==> src/rtl/aurora_64b66b_qpll_seq_ctrl.sv <==
// Reset/lock sequencer for the transceiver common PLLs of up to four quads.
// Every quad gets the same reset and power-down. Lock is synchronised and filtered.
// A lock timeout triggers a retry, a lock loss triggers a re-sequence, and repeated
// failures end in a sticky FAULT state that only a low enable clears.
module aurora_64b66b_qpll_seq_ctrl #(
    parameter int unsigned NUM_QUADS    = 2,
    parameter int unsigned RESET_CYCLES = 32,
    parameter int unsigned LOCK_TIMEOUT = 65536,
    parameter int unsigned LOCK_FILTER  = 256,
    parameter int unsigned MAX_RETRY    = 7
) (
    input  logic                 init_clk,
    input  logic                 reset,
    input  logic                 enable,
    input  logic [NUM_QUADS-1:0] qpll_lock_in,
    input  logic [NUM_QUADS-1:0] qpll_refclklost_in,
    output logic [NUM_QUADS-1:0] qpll_reset_out,
    output logic [NUM_QUADS-1:0] qpll_pd_out,
    output logic [NUM_QUADS-1:0] quad_locked,
    output logic                 all_locked,
    output logic                 fault,
    output logic [3:0]           retry_count,
    output logic [7:0]           loss_count,
    output logic [2:0]           state_out
);

    localparam int unsigned RST_W = (RESET_CYCLES > 1) ? $clog2(RESET_CYCLES) : 1;
    localparam int unsigned TMR_W = (LOCK_TIMEOUT > 1) ? $clog2(LOCK_TIMEOUT) : 1;
    localparam int unsigned FLT_W = (LOCK_FILTER > 1)  ? $clog2(LOCK_FILTER)  : 1;

    localparam logic [RST_W-1:0] RST_LAST  = RST_W'(RESET_CYCLES - 1);
    localparam logic [TMR_W-1:0] TMR_LAST  = TMR_W'(LOCK_TIMEOUT - 1);
    localparam logic [FLT_W-1:0] FLT_LAST  = FLT_W'(LOCK_FILTER - 1);
    localparam logic [3:0]       RETRY_MAX = 4'(MAX_RETRY);

    typedef enum logic [2:0] {
        ST_IDLE        = 3'd0,
        ST_WAIT_REFCLK = 3'd1,
        ST_RESET       = 3'd2,
        ST_WAIT_LOCK   = 3'd3,
        ST_FILTER      = 3'd4,
        ST_LOCKED      = 3'd5,
        ST_FAULT       = 3'd6
    } state_e;

    state_e               state_q, state_d;
    logic [NUM_QUADS-1:0] lock_meta_q, lock_sync_q;
    logic [NUM_QUADS-1:0] lost_meta_q, lost_sync_q;
    logic [NUM_QUADS-1:0] quad_locked_q;
    logic [RST_W-1:0]     rst_cnt_q, rst_cnt_d;
    logic [TMR_W-1:0]     timer_q, timer_d, timer_inc_c;
    logic [FLT_W-1:0]     filt_cnt_q, filt_cnt_d, filt_inc_c;
    logic [3:0]           retry_q, retry_d;
    logic [7:0]           loss_q, loss_d;
    logic [NUM_QUADS-1:0] qpll_reset_q, qpll_pd_q;
    logic                 all_locked_q, fault_q;
    logic                 all_lock_c, any_lost_c, fail_c;
    logic                 rst_on_c, pd_on_c;

    // Two-flop synchronisers for the asynchronous PLL status, plus the per-quad lock copy
    always_ff @(posedge init_clk) begin
        if (reset) begin
            lock_meta_q   <= '0;
            lock_sync_q   <= '0;
            lost_meta_q   <= '0;
            lost_sync_q   <= '0;
            quad_locked_q <= '0;
        end else begin
            lock_meta_q   <= qpll_lock_in;
            lock_sync_q   <= lock_meta_q;
            lost_meta_q   <= qpll_refclklost_in;
            lost_sync_q   <= lost_meta_q;
            quad_locked_q <= lock_sync_q;
        end
    end

    assign all_lock_c  = &lock_sync_q;
    assign any_lost_c  = |lost_sync_q;
    assign timer_inc_c = (timer_q == TMR_LAST) ? timer_q : timer_q + TMR_W'(1);
    assign filt_inc_c  = (filt_cnt_q == FLT_LAST) ? filt_cnt_q : filt_cnt_q + FLT_W'(1);

    // Next-state, counter and retry/loss bookkeeping
    always_comb begin
        state_d    = state_q;
        rst_cnt_d  = '0;
        timer_d    = '0;
        filt_cnt_d = '0;
        retry_d    = retry_q;
        loss_d     = loss_q;
        fail_c     = 1'b0;

        case (state_q)
            ST_IDLE: begin
                if (enable) state_d = ST_WAIT_REFCLK;
            end
            ST_WAIT_REFCLK: begin
                if (!any_lost_c) state_d = ST_RESET;
            end
            ST_RESET: begin
                if (rst_cnt_q == RST_LAST) state_d = ST_WAIT_LOCK;
                else                       rst_cnt_d = rst_cnt_q + RST_W'(1);
            end
            ST_WAIT_LOCK: begin
                timer_d = timer_inc_c;
                if (any_lost_c)              state_d = ST_WAIT_REFCLK;
                else if (all_lock_c)         state_d = ST_FILTER;
                else if (timer_q == TMR_LAST) fail_c = 1'b1;
            end
            ST_FILTER: begin
                // attempt timer keeps running across filter restarts
                timer_d    = timer_inc_c;
                filt_cnt_d = filt_inc_c;
                if (any_lost_c) begin
                    state_d = ST_WAIT_REFCLK;
                end else if (!all_lock_c) begin
                    state_d = ST_WAIT_LOCK;
                end else if (filt_cnt_q == FLT_LAST) begin
                    state_d = ST_LOCKED;
                    retry_d = '0;
                end else if (timer_q == TMR_LAST) begin
                    fail_c = 1'b1;
                end
            end
            ST_LOCKED: begin
                if (any_lost_c || !all_lock_c) begin
                    loss_d  = (loss_q == 8'hFF) ? loss_q : loss_q + 8'd1;
                    state_d = any_lost_c ? ST_WAIT_REFCLK : ST_RESET;
                end
            end
            ST_FAULT: begin
                state_d = ST_FAULT;
            end
            default: begin
                state_d = ST_IDLE;
            end
        endcase

        if (fail_c) begin
            retry_d = retry_q + 4'd1;
            state_d = (retry_d == RETRY_MAX) ? ST_FAULT : ST_RESET;
        end

        // low enable overrides everything and suppresses loss counting
        if (!enable) begin
            state_d = ST_IDLE;
            loss_d  = loss_q;
        end

        if (state_d == ST_IDLE) retry_d = '0;
    end

    // Output levels decoded from the next state so they register together with it
    always_comb begin
        rst_on_c = (state_d == ST_IDLE) || (state_d == ST_WAIT_REFCLK) ||
                   (state_d == ST_RESET) || (state_d == ST_FAULT);
        pd_on_c  = (state_d == ST_IDLE) || (state_d == ST_FAULT);
    end

    // State, counters and registered outputs
    always_ff @(posedge init_clk) begin
        if (reset) begin
            state_q      <= ST_IDLE;
            rst_cnt_q    <= '0;
            timer_q      <= '0;
            filt_cnt_q   <= '0;
            retry_q      <= '0;
            loss_q       <= '0;
            qpll_reset_q <= '1;
            qpll_pd_q    <= '1;
            all_locked_q <= 1'b0;
            fault_q      <= 1'b0;
        end else begin
            state_q      <= state_d;
            rst_cnt_q    <= rst_cnt_d;
            timer_q      <= timer_d;
            filt_cnt_q   <= filt_cnt_d;
            retry_q      <= retry_d;
            loss_q       <= loss_d;
            qpll_reset_q <= {NUM_QUADS{rst_on_c}};
            qpll_pd_q    <= {NUM_QUADS{pd_on_c}};
            all_locked_q <= (state_d == ST_LOCKED);
            fault_q      <= (state_d == ST_FAULT);
        end
    end

    assign qpll_reset_out = qpll_reset_q;
    assign qpll_pd_out    = qpll_pd_q;
    assign quad_locked    = quad_locked_q;
    assign all_locked     = all_locked_q;
    assign fault          = fault_q;
    assign retry_count    = retry_q;
    assign loss_count     = loss_q;
    assign state_out      = state_q;

endmodule

==> config.mk <==
export PLATFORM = sky130hd
export DESIGN_NAME = aurora_64b66b_qpll_seq_ctrl
export DESIGN_NICKNAME = d
export VERILOG_FILES = /design/src/rtl/aurora_64b66b_qpll_seq_ctrl.sv
export SDC_FILE = /design/constraint.sdc
export NUM_CORES = 1
export LEC_CHECK = 0
export ABC_AREA = 1
export CAP_MARGIN = 20
export CORE_UTILIZATION = 40
export DETAILED_ROUTE_END_ITERATION = 6
export SLEW_MARGIN = 25
export SYNTH_ARGS = -nofsm -noshare
export SYNTH_HDL_FRONTEND = slang
export SYNTH_SLANG_ARGS = --single-unit
==> constraint.sdc <==
create_clock -name init_clk -period 2.7 [get_ports init_clk]
set_clock_uncertainty 0.05 [all_clocks]
set_input_delay 0.54 -clock init_clk [delete_from_list [all_inputs] [get_ports init_clk]]
set_output_delay 0.54 -clock init_clk [all_outputs]
set_load 0.05 [all_outputs]
==> qor.yml, run 1 <==
startpoint: "state_out[2]"
grt_start_max_net_pins: 18
muxShareOfSynthArea: 0
grt_use_total: 0.165
syn_inst: 380
drt-pass1-iter-count: 4
cts_tree: "done"
worstPathMaxFanout: 9
slew-limit-headroom: 0.661
drcViolationCount: 0
cp_slowest_cell: "clkdlybuf4s50_1"
synthSimpleGateAreaFrac: 0.302
cts-htree-levels: 3
ys.warnings.count: 0
ctsResizeCount: 0
insertedDiodeCount: 0
die_w_um: 85.3
drtIter0Drc: 90
synth_cell_types: 34
fp.coreArea_sq_mm: 0.00676
synth-seq-cells: 58
min_path_cells: 2
synthTopCellsByArea: "dfxtp_1, nand2_1, inv_1"
worst_pin_slew_ns: 0.506
syn_area_sq_mm: 0.00278
layout_commonest_cell: "nand2_1"
crit_required_ns: 2.11
cts-buffers-inserted: 9
powerDensity_mw_per_mm2: 512
slowest_delay_ns: 0.88
synth_top_family_by_area: "simple AND/OR/NAND/NOR gates"
n_fill_cell: 666
r2r_start: "filt_cnt_q[0]"
criticalPathCategory: "register to primary output"
final_util: 0.492
ctsHoldBuffers: 0
hold_path_class: "register to register"
holdPathEnd: "lock_sync_q[0]"
crit_chain: "clkdlybuf4s50_1"
synthAdderAreaFrac: 0.0315
fin_crit_sh: 0.854
area_growth_pct: 19.6
synth_seq_area_share: 0.418
root_buffer: "clkbuf_8"
portBuffers: 29
endpoint_kind: "primary output"
drive_above_1_share: 0.0907
synth_nets: 394
synth_compound_area_frac: 0.0901
initial_core_util: 0.411
clkSinkCount: 58
rows: 30
gp_congestion: 0.779
synth_xor_area_frac: 0.0568
routed_wl_um: 5400
reg2regPathDepth: 10
hp-start: "lock_meta_q[0]"
reg2reg_to: "qpll_reset_out[0]"
gr-total-overflow: 0
grt_pass1_vias: 2208
status: "completed"
clk_latency_ns: 0.34
dr_total_vias: 2375
cap_viol_max_count: 0
critPathLaunchType: "register"
critPathBufInv: 1
fmax_mhz: 433
postRouteAntennaNets: 0
cpLargestDelayFamily: "buffers and inverters"
min_period_ns: 2.31
avgSynthCellArea_sq_um: 7.31
post_drt_via_cell_ratio: 4.76
finalHoldViolCount: 0
clk_path_buf_depth: 2
final_cell_mix: "nand2_1, inv_1, dfxtp_1"
routedWlPerCell_um: 10.8
synth_top_area_frac: 0.418
crit_arrival_ns: 1.72
cts.clk_slew.worst_paths_ns: 0.06
rsz0062_at_grt: "no"
cts_setup_buffers: 0
r2r_setup_slack_ns: 0.85
die_area_sq_mm: 0.00728
hpwlAfterDp_um: 3910
nets: 429
fin_tns_setup_ns: 0
ioPinCount: 30
antenna_found_initial: 0
vdd_drop_max_mv: 0.248
die_height_um: 85.3
p_leak_nw: 1.41
finalMaxSlewViolations: 0
grt_pass1_wl_um: 9450
setup_violations: 0
yosysTopAreaCell: "dfxtp_1"
[cell type report]
type / count / area [sq um] / area share
clock buffer: 13 / 179 / 0.0538
timing repair buffer: 30 / 298 / 0.0896
sequential: 58 / 1160 / 0.349
multi-input combinational: 252 / 1340 / 0.402
tap: 80 / 100 / 0.0301
clock inverter: 2 / 10.0 / 0.00301
inverter: 64 / 240 / 0.0723
[cells by family (layout without fill, tap and decap cells)]
logic type	Yosys count	in the layout
AO/OA/AOI/OAI	46	46
XOR/XNOR	18	18
adder cells (fa/ha/maj)	7	7
buffers and inverters	70	109
flip-flops	58	58
AND/OR/NAND/NOR	181	181
[worst max-delay path by stage]
stage                     end  slack, ns  cells past startpoint
6_report         state_out[2]       0.39                      1
5_1_grt          state_out[2]       0.32                      1
4_1_cts          state_out[2]       0.39                      1
3_5_place_dp    loss_count[2]       0.59                      7
3_3_place_gp    loss_count[2]       0.64                      7
2_1_floorplan  retry_count[2]       0.87                      9
[flip-flops by register name, summed over array words and instances (netlist names), 3 cells and up]
signal / count
rst_cnt_q: 5
state_out: 3
loss_count: 8
filt_cnt_q: 8
retry_count: 4
timer_q: 16
[through the flow]
| step | hold WS (ns) | area [sq um] | setup WS, ns | cells | total power [mW] |
|---|---|---|---|---|---|
| 2_1_floorplan | 0.338 | 2780 | 0.866 | 380 | 0.942 |
| 3_3_place_gp | 0.339 | 3130 | 0.638 | 484 | 0.968 |
| 3_5_place_dp | 0.346 | 3130 | 0.586 | 484 | 0.969 |
| 4_1_cts | 0.355 | 3320 | 0.392 | 499 | 1.73 |
| 5_1_grt | 0.374 | 3320 | 0.317 | 499 | 1.78 |
| 6_report | 0.352 | 3320 | 0.393 | 499 | 1.70 |
[synthesized netlist by cell type]
cell type / count
o21ai_0: 12
nand3_1: 34
nor2_8: 1
o21ai_1: 1
a21oi_2: 1
o21ai_2: 1
inv_2: 4
dfxtp_1: 58
nand3_4: 1
nor2_2: 3
o211ai_1: 2
o22ai_1: 1
nand4_2: 1
a21oi_1: 24
or2_2: 1
and3_1: 1
a31oi_1: 3
nand2_2: 5
o21a_1: 1
nand2_1: 71
nor3_1: 5
or2_0: 2
nor2_4: 3
buf_4: 3
nand3_2: 1
ha_1: 7
xnor2_1: 11
xor2_1: 7
nor3b_1: 1
nor2_1: 47
inv_1: 60
buf_6: 1
clkbuf_1: 2
nand4_1: 4
[layer usage]
metal	global-route usage	routed length, um	vias up
met3	0.0409	222	16
met1	0.199	2530	1047
met2	0.268	2490	42
li1	-	-	1270
met4	0.0939	155	0
met5	0	0	-
[where the power goes]
part	internal (mW)	switching, mW	total, mW
registers	0.866	0.00612	0.872
logic	0.0293	0.0492	0.0785
clock network	0.425	0.327	0.751
Power figures use the tool's default switching activity.
==> run 2: changes to the inputs <==
ABC_AREA = not set   (was 1)
CORE_MARGIN = 2   (was not set)
==> run 2 against run 1 <==
- via count decreased by 7.2%
- total power increased by 2.5%
- synthesized area decreased by 5.1%
- setup slack got worse by 0.026 ns
- maximum frequency decreased by 1.1%
- critical endpoint is now state_out[1]
- non-clock buffer count increased by 8
- count of clock-buffer cells in the layout increased by 2
- sequential power increased by 0.6%
- die area decreased by 0.39%
==> qor.yml, run 2 <==
criticalPathCategory: "register to primary output"
final_cell_mix: "dfxtp_1, nor2_1, clkdlybuf4s50_1"
synth_top_area_frac: 0.441  # +0.0226
syn_inst: 297  # -22%
largest_reg_flops: 16  # unchanged
fin_crit_sh: 0.864  # +0.00966
finalInstanceArea_sq_mm: 0.00323  # -2.9%
grt_pass1_wl_um: 9200  # -2.6%
crit_arrival_ns: 1.74  # +0.02 ns
p_switching_mw: 0.385  # +0.77%
layout_commonest_cell: "dfxtp_1"
die_area_sq_mm: 0.00725  # -0.39%
syn_area_sq_mm: 0.00264  # -5.1%
crit_chain: "clkdlybuf4s50_1"
finalHoldViolCount: 0  # unchanged
critPathBufInv: 1  # unchanged
cts-htree-levels: 3  # unchanged
drcViolationCount: 0  # unchanged
clk_latency_ns: 0.34  # about the same
stdcell_count: 413  # -17%
die_height_um: 85.2  # -0.19%
cts_tree: "done"
root_buffer: "clkbuf_8"
cts-buffers-inserted: 9  # unchanged
cap_viol_max_count: 0  # unchanged
postPlaceCellArea_sq_mm: 0.00302  # -3.5%
cpLargestDelayFamily: "buffers and inverters"
critPathLaunchType: "register"
grt_start_max_net_pins: 23  # +5
clkSinkCount: 58  # unchanged
p_seq_frac: 0.503  # -0.009
yosysMostFrequentCell: "dfxtp_1"
p_leak_nw: 1.13  # -20%
rows: 29  # -3.3%
cts_setup_buffers: 0  # unchanged
r2r_start: "timer_q[6]"
rsz0062_at_grt: "no"
ctsHoldBuffers: 0  # unchanged
routedWlPerCell_um: 12.7  # +17%
synth_edf_count: 0  # unchanged
die_w_um: 85.2  # -0.19%
grt_pass1_vias: 2053  # -7.0%
yosysTopAreaCell: "dfxtp_1"
min_period_ns: 2.33  # +0.0261 ns
fp.coreArea_sq_mm: 0.00635  # -6.0%
vdd_drop_max_mv: 0.349  # +40%
insertedDiodeCount: 0  # unchanged
power.total_mw: 1.74  # +2.5%
ioPinCount: 30  # unchanged
dr_total_vias: 2203  # -7.2%
clkPwrFrac: 0.449  # +0.007
min_path_cells: 1  # -1
p_int_mw: 1.36  # +3.0%
avgSynthCellArea_sq_um: 8.87  # +21%
netSwitchingFraction: 0.221  # -0.00371
worstPathMaxFanout: 12  # +3
synth_nets: 311  # -21%
cp_slowest_cell: "clkdlybuf4s50_1"
crit_required_ns: 2.11  # about the same
ys.warnings.count: 0  # unchanged
gr-total-overflow: 0  # unchanged
reg2regPathDepth: 5  # -5
drt-pass1-iter-count: 4  # unchanged
setup_violations: 0  # unchanged
post_drt_via_cell_ratio: 5.33  # +12%
worst_pin_slew_ns: 0.797  # +0.291 ns
drtIter0Drc: 81  # -10%
clk_path_buf_depth: 2  # unchanged
startpoint: "state_out[1]"
gp_congestion: 0.828  # +6.3%
initial_core_util: 0.415  # +0.00386
synth_common_cells: "dfxtp_1, nor2_1, nand2_1, nand3_1, xnor2_1"
status: "completed"
ctsResizeCount: 0  # unchanged
synth_seq_area_share: 0.441  # +0.0226
regMostFlops: "timer_q"
drive_above_1_share: 0.0893  # -0.00141
power_frac_comb: 0.048  # +0.002
powerDensity_mw_per_mm2: 541  # +5.6%
synth_cell_types: 47  # +38%
synthTopCellsByArea: "dfxtp_1, nor2_1, xnor2_1"
postRouteAntennaNets: 0  # unchanged
endpoint_kind: "primary output"
grt_use_total: 0.160  # -0.00445
synthFlopType: "dfxtp_1"
finalMaxSlewViolations: 0  # unchanged
synth-seq-cells: 58  # unchanged
worst-path-stages: 1  # unchanged
portBuffers: 29  # unchanged
routed_wl_um: 5240  # -2.9%
slew-limit-headroom: 0.464  # -0.197
fmax_mhz: 429  # -1.1%
fin_tns_setup_ns: 0  # unchanged
hp-start: "lost_meta_q[0]"
hpwlAfterDp_um: 3630  # -7.2%
nets: 345  # -20%
synthArstFlopShare: 0  # unchanged
final_util: 0.508  # +0.0161
hold_path_class: "register to register"
cts.clk_slew.worst_paths_ns: 0.07  # about the same
slowest_delay_ns: 0.87  # about the same
antenna_found_initial: 0  # unchanged
area_growth_pct: 22.4
dp_cells: 397  # -18%
[run 2: area by class of cell]
type,count,area (sq um)
Inverter,4,15.0
Tap cell,77,96.3
Fill cell,589,3120
Timing Repair Buffer,38,358
Sequential cell,58,1160
Clock buffer,15,196
Multi-Input combinational cell,220,1390
Clock inverter,1,5.00
[run 2: power by group through the flow]
stage          combinational [mW]  sequential (mW)  clock, mW
4_1_cts                    0.0840            0.877      0.810
3_5_place_dp               0.0837            0.896          0
5_1_grt                    0.0904            0.878      0.854
6_report                   0.0833            0.877      0.783
2_1_floorplan              0.0412            0.906          0
3_3_place_gp               0.0834            0.896          0
[run 2: routing by layer]
layer / GRT usage / vias to the layer above / part of all wire
li1: - / 1124 / -
met1: 0.204 / 1031 / 0.49
met2: 0.244 / 40 / 0.46
met3: 0.0671 / 8 / 0.040
met4: 0.0577 / 0 / 0.015
met5: 0 / - / 0
[run 2: worst register-to-register path, delay by kind of cell, from the launching register on]
kind	cells	cell delay, ns
AO/OA/AOI/OAI	1	0.54
AND/OR/NAND/NOR	3	0.91
multiplexers	1	0.34
flip-flops	1	0.42
[run 2: final timing paths]
path	to	slack (ns)
setup / recovery	state_out[1]	0.37
hold / removal	lost_sync_q[0]	0.38
setup reg to reg	retry_count[1]	0.38
hold reg to reg	lost_sync_q[0]	0.38
[run 2: kinds of logic after synthesis]
group	share of synthesized area
XOR/XNOR	0.0864
AO/OA/AOI/OAI	0.109
AND/OR/NAND/NOR	0.281
adder cells (fa/ha/maj)	0.0332
multiplexers	0.0195
flip-flops	0.441
buffers and inverters	0.0304
[run 2: through the flow]
step                      worst slack, ns  hold slack (ns)
after floorplan                     0.282            0.364
after global placement              0.249            0.368
after detailed placement            0.242            0.370
after CTS                           0.344            0.380
after global routing                0.244            0.409
final                               0.367            0.376
==> run 3: changes to the inputs <==
GPL_TIMING_DRIVEN = 0   (was not set)
MAX_ROUTING_LAYER = met4   (was not set)
==> run 3 against run 2 <==
- core utilization grew 0.65 points
- maximum frequency shrank 7.2%
- critical path depth grew 6
- design area grew 1.3%
- final cell count grew 2.2%
- sequential power is essentially flat
- count of clock-buffer cells in the layout shrank 5
- sequential cell count is the same
- die area is the same
- register-to-register slack lost 0.19 ns
- critical path type is now register to register
- critical endpoint is now retry_count[1]
- largest power group unchanged
==> qor.yml, run 3 (same netlist as run 2, synthesis figures left out) <==
grt_use_total: 0.161  # +0.000904
cts.clk_slew.worst_paths_ns: 0.07  # about the same
drt-pass1-iter-count: 6  # +2
postRouteAntennaNets: 0  # unchanged
status: "completed"
gp_congestion: 0.788  # -4.9%
power.total_mw: 1.83  # +4.9%
slowest_delay_ns: 0.52  # -0.35 ns
drcViolationCount: 0  # unchanged
cp_slowest_cell: "a2111o_1"
worst_pin_slew_ns: 0.771  # -0.0267 ns
regMostFlops: "timer_q"
initial_core_util: 0.415  # unchanged
fmax_mhz: 398  # -7.2%
cts-buffers-inserted: 9  # unchanged
dr_total_vias: 2206  # +0.14%
grt_pass1_vias: 2018  # -1.7%
finalHoldViolCount: 0  # unchanged
preCtsSetupSlack_ns: 0.0549  # -0.187 ns
die_area_sq_mm: 0.00725  # unchanged
slew-limit-headroom: 0.482  # +0.0179
final-seq-area_sq_mm: 0.00116  # unchanged
p_leak_nw: 1.14  # +0.91%
cts-htree-levels: 3  # unchanged
cap_viol_max_count: 0  # unchanged
root_buffer: "clkbuf_8"
routed_wl_um: 5270  # +0.53%
crit_required_ns: 2.92  # +0.81 ns
fin_crit_sh: 0.931  # +0.0671
finalMaxSlewViolations: 0  # unchanged
final_cell_mix: "dfxtp_1, nor2_1, clkdlybuf4s50_1"
multi_input_area_sq_mm: 0.00140  # +0.36%
whs_ns: 0.376  # -0.000219 ns
cpLargestDelayFamily: "simple AND/OR/NAND/NOR gates"
worstPathMaxFanout: 6  # -6
vdd_drop_max_mv: 0.477  # +37%
postPlaceCellArea_sq_mm: 0.00302  # about the same
worst_slack_ns: 0.186  # -0.181 ns
drtIter0Drc: 82  # +1.2%
drive_above_1_share: 0.0841  # -0.00523
ioPinCount: 30  # unchanged
crit_arrival_ns: 2.73  # +0.99 ns
n_fill_cell: 605  # +2.7%
clkSinkCount: 58  # unchanged
routedWlPerCell_um: 12.5  # -1.6%
finalInstanceArea_sq_mm: 0.00327  # +1.3%
clk_path_buf_depth: 2  # unchanged
largest_reg_flops: 16  # unchanged
critPathLaunchType: "register"
gr-total-overflow: 0  # unchanged
hold_path_class: "register to register"
post_drt_via_cell_ratio: 5.23  # -2.0%
dp_cells: 403  # +1.5%
final_util: 0.514  # +0.00650
insertedDiodeCount: 0  # unchanged
setup_violations: 0  # unchanged
antenna_found_initial: 0  # unchanged
nets: 354  # +2.6%
critPathBufInv: 1  # unchanged
rsz0062_at_grt: "no"
endpoint_kind: "register"
fp.coreArea_sq_mm: 0.00635  # unchanged
grt_pass1_wl_um: 9120  # -0.83%
r2r_start: "timer_q[0]"
criticalPathCategory: "register to register"
hp-start: "lost_meta_q[0]"
layout_commonest_cell: "dfxtp_1"
stdcell_count: 422  # +2.2%
cts_tree: "done"
die_height_um: 85.2  # unchanged
crit_chain: "ha_1, nand4_1, or4_1, buf_2, a2111o_1, mux2_1, nor2_1"
fin_tns_setup_ns: 0  # unchanged
powerDensity_mw_per_mm2: 560  # +3.5%
startpoint: "timer_q[0]"
area_growth_pct: 24.0
rows: 29  # unchanged
die_w_um: 85.2  # unchanged
grt_start_max_net_pins: 11  # -52%
portBuffers: 29  # unchanged
clk_latency_ns: 0.33  # about the same
hpwlAfterDp_um: 3560  # -1.9%
min_period_ns: 2.51  # +0.181 ns
[run 3: cell count changes in the layout (fill, tap and decap cells not counted)]
cell	previous run	this run
clkinv_2	1	4
clkbuf_1	1	11
buf_2	0	1
nor3b_2	0	1
clkbuf_8	14	10
buf_4	9	5
nor3b_1	2	1
bufinv_16	0	2
buf_1	0	1
[run 3: path summary, 6_finish.rpt]
check / endpoint / slack (ns) / cells past startpoint
worst min-delay path: lost_sync_q[0] / 0.38 / 1
worst max register to register: retry_count[1] / 0.19 / 7
worst max-delay path: retry_count[1] / 0.19 / 7
worst min register to register: lost_sync_q[0] / 0.38 / 1
[run 3: layer usage]
layer	GRT usage	part of all wire	vias up
li1	-	-	1137
met1	0.198	0.49	1015
met2	0.242	0.46	45
met3	0.0613	0.043	9
met4	0.0577	0.011	0
met5	-	0	-
[run 3: cell type report]
type / count / share of cell area
plain buffers: 15 / 0.0199
repair buffers: 32 / 0.0957
clock buffers: 10 / 0.0421
well taps: 77 / 0.0295
multi-input cells: 220 / 0.428
flip-flops and latches: 58 / 0.355
clock inverters: 6 / 0.0245
inverters: 4 / 0.00460
[run 3: report_power, final]
part	switching (mW)	total [mW]	internal (mW)	leakage [nW]
logic	0.0527	0.0864	0.0337	0.556
registers	0.00781	0.874	0.866	0.470
clock network	0.331	0.868	0.538	0.116
[run 3: repair_timing]
action	4_1_cts	5_1_grt
setup endpoints to repair	0	3
hold endpoints to repair	0	0
gates resized for setup	0	1
buffers inserted	0	3
hold buffers	0	0
